[src/rtl/ex_pipe_ctrl_pkg.sv]
// rtl/ex_pipe_ctrl_pkg.sv - shared types and constants for the EX pipeline control unit
//
// Purpose : mul/div sequencing state encoding, register index width and the
//           default redirect PC width taken from the core-wide `PC_WIDTH define.
// Ports   : none (package)

`ifndef PC_WIDTH
`define PC_WIDTH 32
`endif

package ex_pipe_ctrl_pkg;

  localparam int PC_WIDTH_DEF = `PC_WIDTH;
  localparam int REG_IDX_W    = 5;

  // RUN     : no mul/div outstanding
  // MD_BUSY : start issued, waiting for md_done_i
  // MD_DONE : result available but MEM is holding the pipe
  typedef enum logic [1:0] {
    ST_RUN     = 2'd0,
    ST_MD_BUSY = 2'd1,
    ST_MD_DONE = 2'd2
  } md_state_e;

endpackage

[src/rtl/ex_pipe_ctrl_if.sv]
// rtl/ex_pipe_ctrl_if.sv - hazard/stall signal bundle between pipeline stages and the control unit
//
// Purpose : groups the EX/ID hazard inputs, the mul/div handshake, the MEM
//           ready and the per-stage stall/flush/redirect outputs.
// Modports: slave  - control unit side (consumes stage status, drives controls)
//           master - pipeline side (drives stage status, consumes controls)

interface ex_pipe_ctrl_if
  import ex_pipe_ctrl_pkg::*;
#(
  parameter int PC_WIDTH = PC_WIDTH_DEF
) ();

  logic                 ex_valid_i;
  logic                 ex_jump_i;
  logic [PC_WIDTH-1:0]  ex_jump_pc_i;
  logic                 ex_is_load_i;
  logic                 ex_rd_wen_i;
  logic [REG_IDX_W-1:0] ex_rd_idx_i;
  logic                 ex_md_op_i;
  logic                 id_valid_i;
  logic                 id_rs1_ren_i;
  logic                 id_rs2_ren_i;
  logic [REG_IDX_W-1:0] id_rs1_idx_i;
  logic [REG_IDX_W-1:0] id_rs2_idx_i;
  logic                 md_start_o;
  logic                 md_done_i;
  logic                 mem_ready_i;
  logic                 if_stall_o;
  logic                 id_stall_o;
  logic                 ex_stall_o;
  logic                 id_flush_o;
  logic                 ex_flush_o;
  logic                 redirect_o;
  logic [PC_WIDTH-1:0]  redirect_pc_o;

  modport slave (
    input  ex_valid_i, ex_jump_i, ex_jump_pc_i, ex_is_load_i, ex_rd_wen_i,
           ex_rd_idx_i, ex_md_op_i, id_valid_i, id_rs1_ren_i, id_rs2_ren_i,
           id_rs1_idx_i, id_rs2_idx_i, md_done_i, mem_ready_i,
    output md_start_o, if_stall_o, id_stall_o, ex_stall_o, id_flush_o,
           ex_flush_o, redirect_o, redirect_pc_o
  );

  modport master (
    output ex_valid_i, ex_jump_i, ex_jump_pc_i, ex_is_load_i, ex_rd_wen_i,
           ex_rd_idx_i, ex_md_op_i, id_valid_i, id_rs1_ren_i, id_rs2_ren_i,
           id_rs1_idx_i, id_rs2_idx_i, md_done_i, mem_ready_i,
    input  md_start_o, if_stall_o, id_stall_o, ex_stall_o, id_flush_o,
           ex_flush_o, redirect_o, redirect_pc_o
  );

endinterface

[src/rtl/ex_pipe_ctrl.sv]
// rtl/ex_pipe_ctrl.sv - stall/flush/redirect arbitration and mul/div sequencing for the 5-stage core
//
// Purpose : prioritises MEM wait > mul/div wait > EX redirect > load-use,
//           sequences the mul/div start/done handshake and counts IF stall cycles.
// Ports   : clk, rst_n (async, active-low)
//           pipe        - ex_pipe_ctrl_if.slave hazard/control bundle
//           stall_cnt_o - saturating count of cycles with if_stall_o=1

module ex_pipe_ctrl
  import ex_pipe_ctrl_pkg::*;
#(
  parameter int PC_WIDTH  = PC_WIDTH_DEF,
  parameter int CNT_WIDTH = 32
) (
  input  logic                 clk,
  input  logic                 rst_n,
  ex_pipe_ctrl_if.slave        pipe,
  output logic [CNT_WIDTH-1:0] stall_cnt_o
);

  md_state_e            state_q, state_d;
  logic [CNT_WIDTH-1:0] stall_cnt_q, stall_cnt_d;

  logic                mem_stall, md_wait, lu, jump;
  logic                stall_all, stall_front, flush_id, flush_ex, redir, md_start;
  logic [PC_WIDTH-1:0] redir_pc;

  assign mem_stall = !pipe.mem_ready_i;
  assign jump      = pipe.ex_valid_i & pipe.ex_jump_i;

  // MD_DONE deliberately contributes nothing: the result is parked and only
  // the MEM wait keeps the pipe frozen.
  assign md_wait = ((state_q == ST_RUN) & pipe.ex_valid_i & pipe.ex_md_op_i) |
                   ((state_q == ST_MD_BUSY) & !pipe.md_done_i);

  assign lu = pipe.ex_valid_i & pipe.ex_is_load_i & pipe.ex_rd_wen_i &
              (pipe.ex_rd_idx_i != '0) & pipe.id_valid_i &
              ((pipe.id_rs1_ren_i & (pipe.id_rs1_idx_i == pipe.ex_rd_idx_i)) |
               (pipe.id_rs2_ren_i & (pipe.id_rs2_idx_i == pipe.ex_rd_idx_i)));

  always_comb begin
    stall_all   = 1'b0;
    stall_front = 1'b0;
    flush_id    = 1'b0;
    flush_ex    = 1'b0;
    redir       = 1'b0;
    redir_pc    = '0;
    md_start    = 1'b0;
    if (mem_stall) begin
      stall_all = 1'b1;
    end else if (md_wait) begin
      stall_all = 1'b1;
      // Only the RUN leg of md_wait is a fresh issue; MD_BUSY never re-starts.
      md_start  = (state_q == ST_RUN);
    end else if (jump) begin
      // A jump held in EX by an earlier stall lands here on the first free cycle.
      redir    = 1'b1;
      redir_pc = pipe.ex_jump_pc_i;
      flush_id = 1'b1;
      flush_ex = 1'b1;
    end else if (lu) begin
      stall_front = 1'b1;
      flush_ex    = 1'b1;
    end
  end

  assign pipe.if_stall_o    = stall_all | stall_front;
  assign pipe.id_stall_o    = stall_all | stall_front;
  assign pipe.ex_stall_o    = stall_all;
  assign pipe.id_flush_o    = flush_id;
  assign pipe.ex_flush_o    = flush_ex;
  assign pipe.redirect_o    = redir;
  assign pipe.redirect_pc_o = redir_pc;
  assign pipe.md_start_o    = md_start;

  always_comb begin
    state_d = state_q;
    case (state_q)
      ST_RUN: begin
        if (pipe.ex_valid_i & pipe.ex_md_op_i & !mem_stall) state_d = ST_MD_BUSY;
      end
      ST_MD_BUSY: begin
        if (pipe.md_done_i) state_d = mem_stall ? ST_MD_DONE : ST_RUN;
      end
      ST_MD_DONE: begin
        if (!mem_stall) state_d = ST_RUN;
      end
      default: state_d = ST_RUN;
    endcase
  end

  always_comb begin
    stall_cnt_d = stall_cnt_q;
    if (pipe.if_stall_o && (stall_cnt_q != '1))
      stall_cnt_d = stall_cnt_q + {{(CNT_WIDTH-1){1'b0}}, 1'b1};
  end

  always_ff @(posedge clk or negedge rst_n) begin
    if (!rst_n) begin
      state_q     <= ST_RUN;
      stall_cnt_q <= '0;
    end else begin
      state_q     <= state_d;
      stall_cnt_q <= stall_cnt_d;
    end
  end

  assign stall_cnt_o = stall_cnt_q;

endmodule

[src/flat_wrapper.sv]
// flat-port wrapper written by rule: the top's interface ports become plain ports
module ex_pipe_ctrl_flat import ex_pipe_ctrl_pkg::*;
#(
  parameter int PC_WIDTH  = PC_WIDTH_DEF,
  parameter int CNT_WIDTH = 32
)
  (clk, rst_n, stall_cnt_o, pipe_ex_valid_i, pipe_ex_jump_i, pipe_ex_jump_pc_i, pipe_ex_is_load_i, pipe_ex_rd_wen_i, pipe_ex_rd_idx_i, pipe_ex_md_op_i, pipe_id_valid_i, pipe_id_rs1_ren_i, pipe_id_rs2_ren_i, pipe_id_rs1_idx_i, pipe_id_rs2_idx_i, pipe_md_done_i, pipe_mem_ready_i, pipe_md_start_o, pipe_if_stall_o, pipe_id_stall_o, pipe_ex_stall_o, pipe_id_flush_o, pipe_ex_flush_o, pipe_redirect_o, pipe_redirect_pc_o);
  ex_pipe_ctrl_if #(.PC_WIDTH(PC_WIDTH)) pipe_i ();
  input  logic clk;
  input  logic rst_n;
  output logic [CNT_WIDTH-1:0] stall_cnt_o;
  input wire logic [$bits(pipe_i.ex_valid_i)-1:0] pipe_ex_valid_i;
  input wire logic [$bits(pipe_i.ex_jump_i)-1:0] pipe_ex_jump_i;
  input wire logic [$bits(pipe_i.ex_jump_pc_i)-1:0] pipe_ex_jump_pc_i;
  input wire logic [$bits(pipe_i.ex_is_load_i)-1:0] pipe_ex_is_load_i;
  input wire logic [$bits(pipe_i.ex_rd_wen_i)-1:0] pipe_ex_rd_wen_i;
  input wire logic [$bits(pipe_i.ex_rd_idx_i)-1:0] pipe_ex_rd_idx_i;
  input wire logic [$bits(pipe_i.ex_md_op_i)-1:0] pipe_ex_md_op_i;
  input wire logic [$bits(pipe_i.id_valid_i)-1:0] pipe_id_valid_i;
  input wire logic [$bits(pipe_i.id_rs1_ren_i)-1:0] pipe_id_rs1_ren_i;
  input wire logic [$bits(pipe_i.id_rs2_ren_i)-1:0] pipe_id_rs2_ren_i;
  input wire logic [$bits(pipe_i.id_rs1_idx_i)-1:0] pipe_id_rs1_idx_i;
  input wire logic [$bits(pipe_i.id_rs2_idx_i)-1:0] pipe_id_rs2_idx_i;
  input wire logic [$bits(pipe_i.md_done_i)-1:0] pipe_md_done_i;
  input wire logic [$bits(pipe_i.mem_ready_i)-1:0] pipe_mem_ready_i;
  output wire logic [$bits(pipe_i.md_start_o)-1:0] pipe_md_start_o;
  output wire logic [$bits(pipe_i.if_stall_o)-1:0] pipe_if_stall_o;
  output wire logic [$bits(pipe_i.id_stall_o)-1:0] pipe_id_stall_o;
  output wire logic [$bits(pipe_i.ex_stall_o)-1:0] pipe_ex_stall_o;
  output wire logic [$bits(pipe_i.id_flush_o)-1:0] pipe_id_flush_o;
  output wire logic [$bits(pipe_i.ex_flush_o)-1:0] pipe_ex_flush_o;
  output wire logic [$bits(pipe_i.redirect_o)-1:0] pipe_redirect_o;
  output wire logic [$bits(pipe_i.redirect_pc_o)-1:0] pipe_redirect_pc_o;
  assign pipe_i.ex_valid_i = pipe_ex_valid_i;
  assign pipe_i.ex_jump_i = pipe_ex_jump_i;
  assign pipe_i.ex_jump_pc_i = pipe_ex_jump_pc_i;
  assign pipe_i.ex_is_load_i = pipe_ex_is_load_i;
  assign pipe_i.ex_rd_wen_i = pipe_ex_rd_wen_i;
  assign pipe_i.ex_rd_idx_i = pipe_ex_rd_idx_i;
  assign pipe_i.ex_md_op_i = pipe_ex_md_op_i;
  assign pipe_i.id_valid_i = pipe_id_valid_i;
  assign pipe_i.id_rs1_ren_i = pipe_id_rs1_ren_i;
  assign pipe_i.id_rs2_ren_i = pipe_id_rs2_ren_i;
  assign pipe_i.id_rs1_idx_i = pipe_id_rs1_idx_i;
  assign pipe_i.id_rs2_idx_i = pipe_id_rs2_idx_i;
  assign pipe_i.md_done_i = pipe_md_done_i;
  assign pipe_i.mem_ready_i = pipe_mem_ready_i;
  assign pipe_md_start_o = pipe_i.md_start_o;
  assign pipe_if_stall_o = pipe_i.if_stall_o;
  assign pipe_id_stall_o = pipe_i.id_stall_o;
  assign pipe_ex_stall_o = pipe_i.ex_stall_o;
  assign pipe_id_flush_o = pipe_i.id_flush_o;
  assign pipe_ex_flush_o = pipe_i.ex_flush_o;
  assign pipe_redirect_o = pipe_i.redirect_o;
  assign pipe_redirect_pc_o = pipe_i.redirect_pc_o;
  ex_pipe_ctrl #(.PC_WIDTH(PC_WIDTH), .CNT_WIDTH(CNT_WIDTH)) u_core (.clk(clk), .rst_n(rst_n), .pipe(pipe_i), .stall_cnt_o(stall_cnt_o));
endmodule
[config.mk]
export PLATFORM = sky130hd
export DESIGN_NAME = ex_pipe_ctrl_flat
export DESIGN_NICKNAME = d
export VERILOG_FILES = /design/src/rtl/ex_pipe_ctrl_pkg.sv /design/src/rtl/ex_pipe_ctrl_if.sv /design/src/rtl/ex_pipe_ctrl.sv /design/src/flat_wrapper.sv
export SDC_FILE = /design/constraint.sdc
export NUM_CORES = 1
export LEC_CHECK = 0
export CORE_UTILIZATION = 37
export DETAILED_ROUTE_END_ITERATION = 8
export PLACE_DENSITY = 0.81
export SYNTH_ARGS = -nofsm -noshare
export SYNTH_HDL_FRONTEND = slang
export SYNTH_SLANG_ARGS = --single-unit
[constraint.sdc]
create_clock -name clk -period 2.7 [get_ports clk]
set_input_delay 0.54 -clock clk [delete_from_list [all_inputs] [get_ports clk]]
set_output_delay 0.54 -clock clk [all_outputs]
set_load 0.03 [all_outputs]
After elaboration in Yosys (flattened, before gate mapping)
Index checks and enable logic that the tools add are counted.
{ "classes": {"addsub": 1, "n_eq_ne": 8, "mux": 22, "bitwise_logic": 16, "reduce_logical": 5} }
{ "op_table": {"columns": ["operator", "count"], "rows": [
  ["$mux W32", 3],
  ["$add A32 B1 Y32 const B", 1],
  ["$ne A32 B32 Y1 const B", 1],
  ["$mux W1", 14],
  ["$and A1 B1 Y1", 13],
  ["$eq A5 B5 Y1", 2],
  ["$mux W2", 4],
  ["$ne A2 B2 Y1 const B", 3],
  ["$pmux W2 S3", 1],
  ["$reduce_bool A5 Y1", 1],
  ["$or A1 B1 Y1", 3],
  ["$reduce_and A3 Y1", 1],
  ["$eq A2 B1 Y1 const B", 1],
  ["$eq A2 B2 Y1 const B", 1],
  ["$logic_not A2 Y1", 1],
  ["$logic_and A1 B1 Y1", 1],
  ["$logic_not A1 Y1", 1]
]} }
{ "word_totals": {"ff_bits": 34, "out_inout_bits": 71, "wordCells": 54} }

Logic depth before layout (Yosys ltp)
{ "logic_depth": {"depth_word": 11, "mapped_depth": 10} }

Least setup slack after synthesis
Ideal clock, no wire load.
{ "synth_path": {"path_type": "input to output", "startpoint": "in pipe_ex_rd_idx_i[1]", "endpoint": "out pipe_if_stall_o", "t_arrival_ns": 2.124, "required_time_ns": 2.160, "slack_ns": 0.036, "path_stages": 6, "cell_sequence": "xnor2_1 > nand4_1 > o22ai_1 > nand2_1 > o21ai_0 > buf_4"} }
{ "synth_between": {"elab_chain_len": 9, "elab_cells_between_ends": 14, "cone_classes": "2 x eq/ne; 4 x mux; 7 x bitwise; 1 x reduce/logical"} }
{ "synth_rtl": {"columns": ["element", "line", "rtl"], "rows": [
  ["from (decl)", "flat_wrapper.sv:17", "input wire logic [$bits(pipe_i.ex_rd_idx_i)-1:0] pipe_ex_rd_idx_i;"],
  ["$eq A5 B5 Y1, or another cell as far along", "ex_pipe_ctrl.sv:38", "((pipe.id_rs1_ren_i & (pipe.id_rs1_idx_i == pipe.ex_rd_idx_i)) |"],
  ["$and A1 B1 Y1 (on tied branches)", "ex_pipe_ctrl.sv:38, ex_pipe_ctrl.sv:36, ex_pipe_ctrl.sv:39", null],
  ["$or A1 B1 Y1 / $and A1 B1 Y1 (equally long branches)", "ex_pipe_ctrl.sv:38, ex_pipe_ctrl.sv:37", null],
  ["$and A1 B1 Y1 *", "ex_pipe_ctrl.sv:37", "(pipe.ex_rd_idx_i != '0) & pipe.id_valid_i &"],
  ["$mux W1 *", "ex_pipe_ctrl.sv:61", "end else if (lu) begin"],
  ["$mux W1 *", "ex_pipe_ctrl.sv:55", "end else if (jump) begin"],
  ["$mux W1 *", "ex_pipe_ctrl.sv:51", "end else if (md_wait) begin"],
  ["$mux W1 *", "ex_pipe_ctrl.sv:49", "if (mem_stall) begin"],
  ["$or A1 B1 Y1 *", null, null],
  ["to (decl)", "flat_wrapper.sv:27", "output wire logic [$bits(pipe_i.if_stall_o)-1:0] pipe_if_stall_o;"]
]} }
Every way passes the cells marked *; elsewhere a longest branch is shown, timed or not.

Worst setup path in the final report
{ "layout_path": {"startpoint": "in pipe_ex_rd_idx_i[0]", "endpoint": "out pipe_ex_flush_o"} }
{ "layout_between": {"elab_chain_len": 8, "elab_cells_between_ends": 13, "cone_classes": "2 x eq/ne; 4 x mux; 6 x bitwise; 1 x reduce/logical"} }
{ "layout_rtl": {"columns": ["element", "line", "rtl"], "rows": [
  ["$eq A5 B5 Y1, or another cell as far along", "ex_pipe_ctrl.sv:38", null],
  ["$and A1 B1 Y1 (on tied branches)", "ex_pipe_ctrl.sv:38, ex_pipe_ctrl.sv:36, ex_pipe_ctrl.sv:39", null],
  ["$or A1 B1 Y1 / $and A1 B1 Y1 (equally long branches)", "ex_pipe_ctrl.sv:38, ex_pipe_ctrl.sv:37", null],
  ["$and A1 B1 Y1 *", "ex_pipe_ctrl.sv:37", null],
  ["$mux W1 *", "ex_pipe_ctrl.sv:61", null],
  ["$mux W1 *", "ex_pipe_ctrl.sv:55", null],
  ["$mux W1 *", "ex_pipe_ctrl.sv:51", null],
  ["$mux W1 *", "ex_pipe_ctrl.sv:49", null],
  ["to (decl)", "flat_wrapper.sv:31", "output wire logic [$bits(pipe_i.ex_flush_o)-1:0] pipe_ex_flush_o;"]
]} }
Marked as above.

==> summary.md <==
| Metric | Value |
|---|---|
| Clock sink total | `34` |
| Setup TNS | `0 ns` |
| Worst setup EP type | `output pin` |
| Die area | `between 5000 and 6000 sq um` |
| Worst slew margin | `between 50% and 60%` |
| Core ar. | `around 5200 sq um` |
| FMAX | `approximately 380 MHz` |
| Metal-1 WL | `between 2 and 3 mm` |
| Mapped Cells | `216` |
| Post-synth top flop | `dfrtp_1` |
| Reg clk slew, reported paths | `approximately 0.07 ns` |
| Largest net degree at the start of global routing | `35` |
| Initial Util | `between 30% and 40%` |
| Final Core Density | `approximately 71%` |
| Kind of critical path | `primary input to output pin` |
| Total wire length | `6.12 mm` |
| Top Layer Used | `met4` |
| Tmin final | `between 2 and 3 ns` |
| Final net count | `about 420` |
| Final Max Slew Viols | `0` |
| Setup violations, final | `0` |
| Critical path's top delay family | `buffers and inverters` |
| Clk_lat worst skew | `roughly 0.28 ns` |
| Slowest-stage cell, CP | `clkdlybuf4s50_1` |
| Required @ worst endpoint | `~2.2 ns` |
| Max stage delay on crit path | `0.54 ns` |
| Overflow left after global routing | `0` |
| Max Cap Violations | `0` |
| Worst hold slack | `0.496 ns` |
| Post-route DRC violation count | `0` |
| Vias per cell | `slightly below 5` |
| Initial DRT Pass Iterations | `4` |
| FFs w/ async S/R, synth | `between 90% and 100%` |
| Worst-path maximum fanout | `3` |
| Cell Area, Synth | `slightly above 2000 sq um` |
| IO Port Bufs | `approximately 130` |
| Antenna Cells | `0` |
| DR WL met3 | `330 microns` |
| Worst-path cell chain | `clkdlybuf4s50_1 > xnor2_1 > nand2_1 > o22ai_2 > nand2_1 > buf_4 > o21bai_1 > buf_4` |
| I/O pin count | `130` |
| Synthesized flop and latch total | `34` |
| Worst Path Buf+Inv | `3` |
| Syn nets | `between 200 and 300` |
| Antenna violations before repair | `0` |
| Crit path DAT | `2.09 ns` |
| PwrDens | `426 nW/um^2` |
| Worst min-delay path category | `flip-flop to flip-flop` |
| Mean post-synth cell area | `approximately 9.4 sq um` |
| Finished Cell Area | `approximately 3700 sq um` |
| Synth top cells by count | `37 x xnor2_1, 36 x and2_1, 34 x dfrtp_1` |
| Post-synth EDFFs | `0` |
| Count leader, synth | `xnor2_1` |
| Via count | `about 2100` |
| Final GP Congestion | `0.771` |
| Register area share after synthesis | `a little over two fifths` |
| Vias in the first global route | `2012` |
| Area contributors post-synth | `dfrtp_1 42%, xnor2_1 16%, and2_1 11%, nand4_1 6.1%, nand3_1 3.4%` |
| DIE HEIGHT | `~76 microns` |
| Post-DP HPWL | `around 4.6 mm` |
| Status | `finished, final reports clean` |
| Post-route ant nets | `0` |
| Root Buffer | `clkbuf_8` |
| Placed Area | `3350 sq um` |
| Yosys cell types | `29` |
| Global-route wire length before repair | `a little under 10 mm` |
| Type of origin of the critical path | `primary input` |
| Starting DRT DRC Count | `about 140` |
| Die W | `between 70 and 80 microns` |
| Synth top area share | `a little over two fifths` |
| Metal2 WL | `approximately 3.1 mm` |
| Rows | `26` |
| Clock tree buffer depth | `2` |
| Mean routed wirelength per cell | `~14 microns` |
| Final hold violation count | `0` |
| Post-route clock period utilization | `a little over nine tenths` |
| Synth Warn # | `0` |
| Layout Area Growth over Synthesis | `79.8%` |
| Synth area leader | `dfrtp_1` |
| H-Tree Level Count | `2` |
| Worst Clk Skew | `between 0.006 and 0.007 ns` |
| Share of cells above drive strength 1 | `roughly 22%` |
| Worst-Margin Slew | `~0.67 ns` |
| VDD IR max | `roughly 0.60 mV` |
| Static leakage | `~1.6 nW` |
| Inserted Clock Buffers | `5` |
| CTS tree | `built` |
| GRT Resource Usage Total | `21.6%` |
-- placed cells by master, fill, tap and decap left out, types with 2 or more instances in the layout --
cell type | netlist | final
dlygate4sd2_1 | 0 | 2
bufbuf_16 | 0 | 2
dfrtp_1 | 34 | 34
mux2_2 | 2 | 2
nor3_2 | 2 | 3
and3_1 | 8 | 7
nor4_1 | 2 | 2
nand2_1 | 17 | 17
and2_4 | 0 | 7
inv_1 | 3 | 3
or3_1 | 2 | 2
nand4_1 | 20 | 20
nor2_1 | 11 | 11
nand3_1 | 14 | 14
dlymetal6s2s_1 | 0 | 4
nor3_1 | 4 | 3
buf_12 | 0 | 2
buf_6 | 3 | 16
clkdlybuf4s50_1 | 0 | 83
buf_4 | 2 | 34
xor2_1 | 4 | 4
clkbuf_8 | 0 | 6
and2_1 | 36 | 29
xnor2_1 | 37 | 37
-- report_power, final --
| part | total, W | internal [W] | switching (W) | leakage (nW) |
|---|---|---|---|---|
| registers | 0.000623 | 0.000558 | 0.0000643 | 0.458 |
| logic | 0.000559 | 0.000285 | 0.000274 | 1.11 |
| clock network | 0.000382 | 0.000205 | 0.000178 | 0.0472 |
| total | 0.00156 | 0.00105 | 0.000516 | 1.61 |
-- worst paths after layout --
path	startpoint	to	slack (ns)	cells past startpoint
max reg2reg	u_core.state_q[1]$_DFFE_PN0P_	u_core.stall_cnt_o[1]$_DFFE_PN0P_	0.60	8
max in group asynchronous	rst_n	u_core.stall_cnt_o[7]$_DFFE_PN0P_	1.73	2
max	pipe_ex_rd_idx_i[0]	pipe_ex_flush_o	0.07	8
min reg2reg	u_core.stall_cnt_o[5]$_DFFE_PN0P_	u_core.stall_cnt_o[5]$_DFFE_PN0P_	0.50	1
min	u_core.stall_cnt_o[5]$_DFFE_PN0P_	u_core.stall_cnt_o[5]$_DFFE_PN0P_	0.50	1
min in group asynchronous	rst_n	u_core.stall_cnt_o[15]$_DFFE_PN0P_	0.66	2
-- cells by family (layout without fill, tap and decap cells) --
group                    count (synthesis)  count (layout)  synth area share [%]
buffers and inverters                   13             157                  4.11
XOR/XNOR                                41              41                  17.6
multiplexers                             2               2                  1.10
flip-flops                              34              34                  41.7
AO/OA/AOI/OAI                            7               7                  2.45
adder cells (fa/ha/maj)                  1               1                 0.613
AND/OR/NAND/NOR                        118             118                  32.4
-- metal layers --
layer  track usage [%]  vias up
met5                 0        -
met4              1.92        0
met3              5.03        2
met2              36.2       66
met1              29.3      992
li1                  -     1033
-- what timing repair did --
item                       4_1_cts  5_1_grt
setup endpoints to repair       35       21
pin swaps                        5        4
hold buffers                     0        0
gates cloned                     3        0
resized for setup               31        5
setup buffers                    3        2
-- state kept, by name, indices dropped and copies added, names as in the netlist --
name                flops
u_core.stall_cnt_o     32
u_core.state_q          2
-- worst register-to-register path, cell delays in order, from the launching register on --
cell and delay, ns:
dfrtp_1 0.40, or3b_1 0.40, and3b_4 0.21, buf_4 0.14
clkinv_4 0.05, a21o_2 0.09, o211a_1 0.18, buf_12 0.17
mux2_2 0.35
-- cell type report --
type | count | area [sq um]
well taps | 70 | 87.6
multi-input cells | 169 | 1140
inverters | 4 | 20.0
fillers | 401 | 1540
flip-flops and latches | 34 | 851
repair buffers | 145 | 1480
clock inverters | 2 | 12.5
clock buffers | 6 | 82.6
-- metrics by stage --
stage               setup WS [ns]  total power (W)  cells
finish                     0.0743          0.00156    430
CTS                        0.0150          0.00157    428
global placement          -0.0923          0.00115    415
detailed placement         -0.117          0.00116    415
global route              -0.0133          0.00164    430
floorplan                  0.0356         0.000907    216
Note: power is estimated with default switching activity, not from simulation.
